File: src/rtl/pc_fetch_unit.sv
// Program counter and circular return-address stack for the MCU fetch stage.
// One command per cycle with priority INT_ACK > RET > CALL > PC_LD > PC_INC.
module pc_fetch_unit #(
    parameter int ADDR_W = 10,
    parameter int RS_DEPTH = 8,
    parameter logic [ADDR_W-1:0] RESET_VECTOR = '0,
    parameter logic [ADDR_W-1:0] INT_VECTOR = '1,
    localparam int LVL_W = $clog2(RS_DEPTH) + 1
) (
    input  logic              clk,
    input  logic              rst_n,
    input  logic              stall,
    input  logic              pc_inc,
    input  logic              pc_ld,
    input  logic              call,
    input  logic              ret,
    input  logic              int_ack,
    input  logic [ADDR_W-1:0] from_immed,
    input  logic              err_clr,
    output logic [ADDR_W-1:0] pc_count,
    output logic [LVL_W-1:0]  rs_level,
    output logic              rs_ovf,
    output logic              rs_unf
);
    localparam int PTR_W = $clog2(RS_DEPTH);

    logic [ADDR_W-1:0] pc_reg, pc_next;
    logic [PTR_W-1:0]  ptr_reg, ptr_next;
    logic [LVL_W-1:0]  level_reg, level_next;
    logic              ovf_reg, ovf_next;
    logic              unf_reg, unf_next;
    logic              push;
    logic [ADDR_W-1:0] push_data;
    logic [PTR_W-1:0]  top_ptr;
    logic [ADDR_W-1:0] top_data;
    logic              full, empty;

    // ptr_reg is the next write slot; once full it points at the oldest entry,
    // so an overflowing push naturally overwrites it.
    logic [ADDR_W-1:0] stack_mem [RS_DEPTH];

    assign top_ptr  = ptr_reg - PTR_W'(1);
    assign top_data = stack_mem[top_ptr];
    assign full     = (level_reg == LVL_W'(RS_DEPTH));
    assign empty    = (level_reg == '0);

    always_comb begin
        pc_next    = pc_reg;
        ptr_next   = ptr_reg;
        level_next = level_reg;
        ovf_next   = ovf_reg;
        unf_next   = unf_reg;
        push       = 1'b0;
        push_data  = pc_reg;
        if (!stall) begin
            if (err_clr) begin
                ovf_next = 1'b0;
                unf_next = 1'b0;
            end
            if (int_ack) begin
                push      = 1'b1;
                push_data = pc_reg;
                pc_next   = INT_VECTOR;
            end else if (ret) begin
                if (empty) begin
                    pc_next  = RESET_VECTOR;
                    unf_next = 1'b1;
                end else begin
                    pc_next    = top_data;
                    ptr_next   = top_ptr;
                    level_next = level_reg - LVL_W'(1);
                end
            end else if (call) begin
                push      = 1'b1;
                push_data = pc_reg + ADDR_W'(1);
                pc_next   = from_immed;
            end else if (pc_ld) begin
                pc_next = from_immed;
            end else if (pc_inc) begin
                pc_next = pc_reg + ADDR_W'(1);
            end
            if (push) begin
                ptr_next = ptr_reg + PTR_W'(1);
                if (full) ovf_next = 1'b1;
                else      level_next = level_reg + LVL_W'(1);
            end
        end
    end

    always_ff @(posedge clk or negedge rst_n) begin
        if (!rst_n) begin
            pc_reg    <= RESET_VECTOR;
            ptr_reg   <= '0;
            level_reg <= '0;
            ovf_reg   <= 1'b0;
            unf_reg   <= 1'b0;
        end else begin
            pc_reg    <= pc_next;
            ptr_reg   <= ptr_next;
            level_reg <= level_next;
            ovf_reg   <= ovf_next;
            unf_reg   <= unf_next;
        end
    end

    always_ff @(posedge clk) begin
        if (push) stack_mem[ptr_reg] <= push_data;
    end

    assign pc_count = pc_reg;
    assign rs_level = level_reg;
    assign rs_ovf   = ovf_reg;
    assign rs_unf   = unf_reg;
endmodule

File: config.mk
export PLATFORM = sky130hd
export DESIGN_NAME = pc_fetch_unit
export DESIGN_NICKNAME = d
export VERILOG_FILES = /design/src/rtl/pc_fetch_unit.sv
export SDC_FILE = /design/constraint.sdc
export NUM_CORES = 1
export LEC_CHECK = 0
export CAP_MARGIN = 20
export CORE_UTILIZATION = 52
export DETAILED_ROUTE_END_ITERATION = 16
export PLACE_DENSITY = 0.72
export SLEW_MARGIN = 15
export SYNTH_ARGS = -nofsm -noshare
export SYNTH_HDL_FRONTEND = slang
export SYNTH_SLANG_ARGS = --single-unit
File: constraint.sdc
create_clock -name clk -period 4.95 [get_ports clk]
set_clock_uncertainty 0.15 [all_clocks]
set_input_delay 0.99 -clock clk [delete_from_list [all_inputs] [get_ports clk]]
set_output_delay 0.99 -clock clk [all_outputs]
set_load 0.05 [all_outputs]
---- Word level (Yosys, flattened, before mapping) ----
Memory sizes are Yosys's and may differ from the RTL's.
Cells that the tools add are included.
cells by class
  $add $sub $neg .......................... 5
  eq/ne operators ......................... 3
  mux-type cells .......................... 33
  bitwise gates (word level) .............. 1
  reductions and logical operators ........ 5
operators with widths
  cell                     count
  $mux W10                 10
  $mux W4                  5
  $mux W1                  14
  $mux W3                  4
  $add A10 B1 Y10 const B  1
  $reduce_bool A5 Y1       1
  $add A4 B1 Y4 const B    1
  $eq A4 B4 Y1 const B     1
  $logic_not A4 Y1         1
  $ne A2 B1 Y1 const B     2
  $reduce_and A4 Y1        1
  $sub A4 B1 Y4 const B    1
  $add A3 B1 Y3 const B    1
  $sub A3 B1 Y3 const B    1
  $reduce_and A2 Y1        1
  $reduce_bool A2 Y1       1
  $not A1 Y1               1
word-level totals
  flip-flop bits (word level) ............. 19
  memory bits (writable) .................. 80
  bits of input ports ..................... 19
  output and inout port bits .............. 16
  word-level logic and storage cells ...... 53
  memories kept ........................... 1
memories
  name       depth  width  rd ports  clocked after Yosys merged registers in  write ports  RTL line  source
  stack_mem  8      10     1         0                                        1            40        logic [ADDR_W-1:0] stack_mem [RS_DEPTH];

---- Depth between registers and ports, before layout ----
  depth after elaboration ................. 7
  depth in mapped cells ................... 9
  gate-level depth less buffers ........... 7

---- Worst setup path before layout ----
No wires, ideal clock.
  path type ............................... input -> register
  from .................................... in ret
  to ...................................... mem stack_mem[1][0], enable pin
  setup time .............................. 0.390 ns
  arrival time ............................ 2.471 ns
  required time ........................... 4.410 ns
  path slack .............................. 1.939 ns
  stages .................................. 6
  path through ............................ buf_2 > nor2b_1 > nor2_1 > nor2_1 > nand2_1 > nor3_1
on the way
  cells in the longest elaborated chain, start to end .. 6
ends and longest elaborated chain
  item                           RTL line  source
  start: declaration             16        input logic ret,
  $mux W1                        64        end else if (ret) begin
  $mux W1                        60        if (int_ack) begin
  $mux W1 (2 in a row)           55        if (!stall) begin
  $mux W1                        107       if (push) stack_mem[ptr_reg] <= push_data;
  $mux W1 (not written as such)  107
  end: declaration               40
Every way passes these cells. The select of a mux whose other input is x is not followed.

---- Worst setup path in the final report ----
  from .................................... in ret
  to ...................................... mem stack_mem[3][7], enable pin
The elaborated chain is that of the path after synthesis.

==> flow_summary.yaml <==
critical_path:
  crit_fanout: 18
  worst_setup_path_start_kind: "primary input"
  crit_arrival_ns: 3.45
  crit_path_end_kind: "flip-flop"
  criticalPathCategory: "in2reg"
  cp_data_required_time_ns: 4.79
cells_and_area:
  stdcell_area_um2: 5154
  diodes: 0
  largest_register: "stack_mem"
  fillers: 645
  largest_reg_flops: 80
  nNetsFinal: 378
  syn_to_final_growth_pct: 13.04
  drive_gt1_frac: 0.1086
worst_hold_path:
  worst_hold_path_type: "reg2reg"
die:
  die_area_um2: 9146
  die_h_um: 95.64
  rows: 33
  start_util: 0.5467
  die_x_um: 95.64
  pin_count: 35
  placeableCoreArea_um2: 8341
run_status:
  status: "finished clean"
cts:
  cts_buffers: 9
  post_cts_buffers: 0
  path_clk_slew_ns: 0.10
  cts_sinks: 99
  h-tree-depth: 3
  cts_buffer_depth: 2
  root_buffer: "clkbuf_8"
  clock_latency_ns: 0.37
  cts_tree: "yes"
  ctsHoldBuffers: 0
  cts_resized: 0
global_routing:
  track_usage: 0.2564
  antenna_found_initial: 0
  grt_pass1_vias: 2794
  grt_first_pass_wirelength_mm: 16.15
  grt_overflow: 0
  grt_max_degree: 24
flow_run:
  cap_violations: 0
synth:
  yosysSeqAreaShare: 0.6312
  synthMuxAreaShare: 0.1172
  synthTopCellsByArea: "edfxtp_1 53%, dfrtp_1 10%, mux4_2 5.9%"
  synthArstFlopShare: 0.1919
  syn_nets: 348
  yosys.area_share.simple: 0.09797
  synth_edf_count: 80
  synth.distinct_cells: 51
  netlist_instances: 324
  avgSynthCellArea_um2: 14.07
  synth_compound_area_frac: 0.08233
  synth_area_leader_cell: "edfxtp_1"
  netlist_area_um2: 4559
  synthXorXnorAreaFrac: 0.03485
  synth_top_area_frac: 0.5269
  ys_ff_latch: 99
  synth_top_family_by_area: "multiplexers"
  ys_warn_count: 0
  synth-adder-area-share: 0.01372
  synth_top_flop_cell: "edfxtp_1"
placement:
  dp_hpwl_mm: 7.456
  io_buffers: 34
  place_congestion: 0.9034
  placed_area_um2: 4972
timing:
  rsz0062_at_grt: "no"
  hold-worst-slack_ns: 0.3462
  finalHoldViolCount: 0
  fin_tns_setup_ns: 0
  fin_crit_ns: 3.612
  maxSlewViolCount: 0
  finalCritPeriodShare: 0.7298
  fmax_mhz: 276.8
  worstMarginPinSlew_ns: 0.9663
  slew_headroom: 0.3534
  finalSetupViolations: 0
pwr:
  p_int_w: 0.001807
  leakage_nw: 1.720
  switching_share: 0.4007
  pwr-share-seq: 0.408
  p_switching_w: 0.001208
  vdd_ir_drop_max_mv: 0.3302
  p_clk_frac: 0.160
  power_density_nw_per_um2: 585.1
  combPwrFrac: 0.433
detailed_routing:
  wirelength_mm: 10.77
  drt-wirelength-per-cell_um: 23.20
  drtIter0Drc: 302
  first_pass_iters: 5
  num_vias: 2931
  drtAntennaViolNets: 0
  vias_per_cell: 6.317
  drc: 0
## synth_stat cells (2+ instances only)
library cell and instances:
a21o_1 2, a31oi_1 4, a211o_1 3, edfxtp_1 80, a21oi_1 16, ha_1 5
nor3_1 11, mux2_2 3, buf_2 2, mux2i_1 2, nor2_1 39, nand2b_1 4
or2_2 4, nand2_1 22, xnor2_1 9, mux4_1 8, a22oi_1 3, mux4_2 12
a311oi_1 4, a221oi_1 4, nor4_1 2, and2_1 2, nand3_1 9, xor2_1 6
o21ai_0 8, inv_1 5, clkbuf_1 13, dfrtp_1 19
## cells in the final DEF, fill, tap and decap left out, drive strengths merged, types with 4 or more instances in the layout
cell type / count
inv: 5
or2: 4
nand3: 9
a21oi: 16
dfrtp: 19
nand2b: 4
clkdlybuf4s50: 34
a31oi: 4
a221oi: 4
nand2: 22
ha: 5
edfxtp: 80
xnor2: 9
clkbuf: 10
o21ai: 9
clkinv: 5
a311oi: 4
nor3: 11
nor2: 39
xor2: 7
mux4: 20
## critical path: stages
cell,delay (ns)
clkdlybuf4s50_1,0.72
nor2b_1,0.39
nor2_1,0.24
nor2_1,0.20
nand2_1,0.13
nor2_1,0.77
## worst paths after layout
| path | startpoint | end | slack [ns] | depth (start not counted) |
|---|---|---|---|---|
| worst max-delay path | ret | stack_mem[3][7] | 1.34 | 6 |
| worst min-delay path | rs_ovf | rs_ovf | 0.35 | 2 |
| worst max register to register | ptr_reg[0] | pc_count[6] | 1.64 | 7 |
| worst min register to register | rs_ovf | rs_ovf | 0.35 | 2 |
| max in group asynchronous | rst_n | ptr_reg[2] | 3.07 | 1 |
| min in group asynchronous | rst_n | rs_unf | 0.99 | 1 |
## cell families (layout without fill, tap and decap cells)
logic type	count (synthesis)	after routing
compound gates	56	56
mux	25	25
fa+ha+maj	5	5
simple gates	99	99
buf+inv	24	59
flops	99	99
xor+xnor	16	16
## power by group through the flow
stage	logic (W)	clock network (W)	registers, W
2_1_floorplan	0.000810	0	0.00133
3_3_place_gp	0.00128	0	0.00124
3_5_place_dp	0.00130	0	0.00125
4_1_cts	0.00130	0.000486	0.00123
5_1_grt	0.00139	0.000520	0.00125
6_report	0.00130	0.000482	0.00123
## final cells by class
cell class,instances,area (µm²),share of cell area
Multi-Input combinational cell,201,1578,0.3061
Inverter,6,22.52,0.004370
Clock buffer,10,127.6,0.02476
Sequential cell,99,2878,0.5584
Clock inverter,6,53.80,0.01044
Timing Repair Buffer,37,362.8,0.07041
Tap cell,105,131.4,0.02549
## metrics by stage
stage	worst slack (ns)	util	power, W	std cells
floorplan	1.939	-	0.002145	324
global placement	1.141	0.5962	0.002525	448
detailed placement	0.9438	0.5962	0.002548	448
CTS	1.358	0.6179	0.003019	464
global route	1.125	0.6179	0.003153	464
finish	1.338	0.6179	0.003015	464
## metal layers
metal | wire (µm) | part of all wire | global-route usage
met3 | 751 | 0.070 | 0.04785
met1 | 4679 | 0.43 | 0.3538
met4 | 361 | 0.034 | 0.1331
met5 | 0 | 0 | 0
met2 | 4973 | 0.46 | 0.3899
Power figures use the tool's default switching activity.
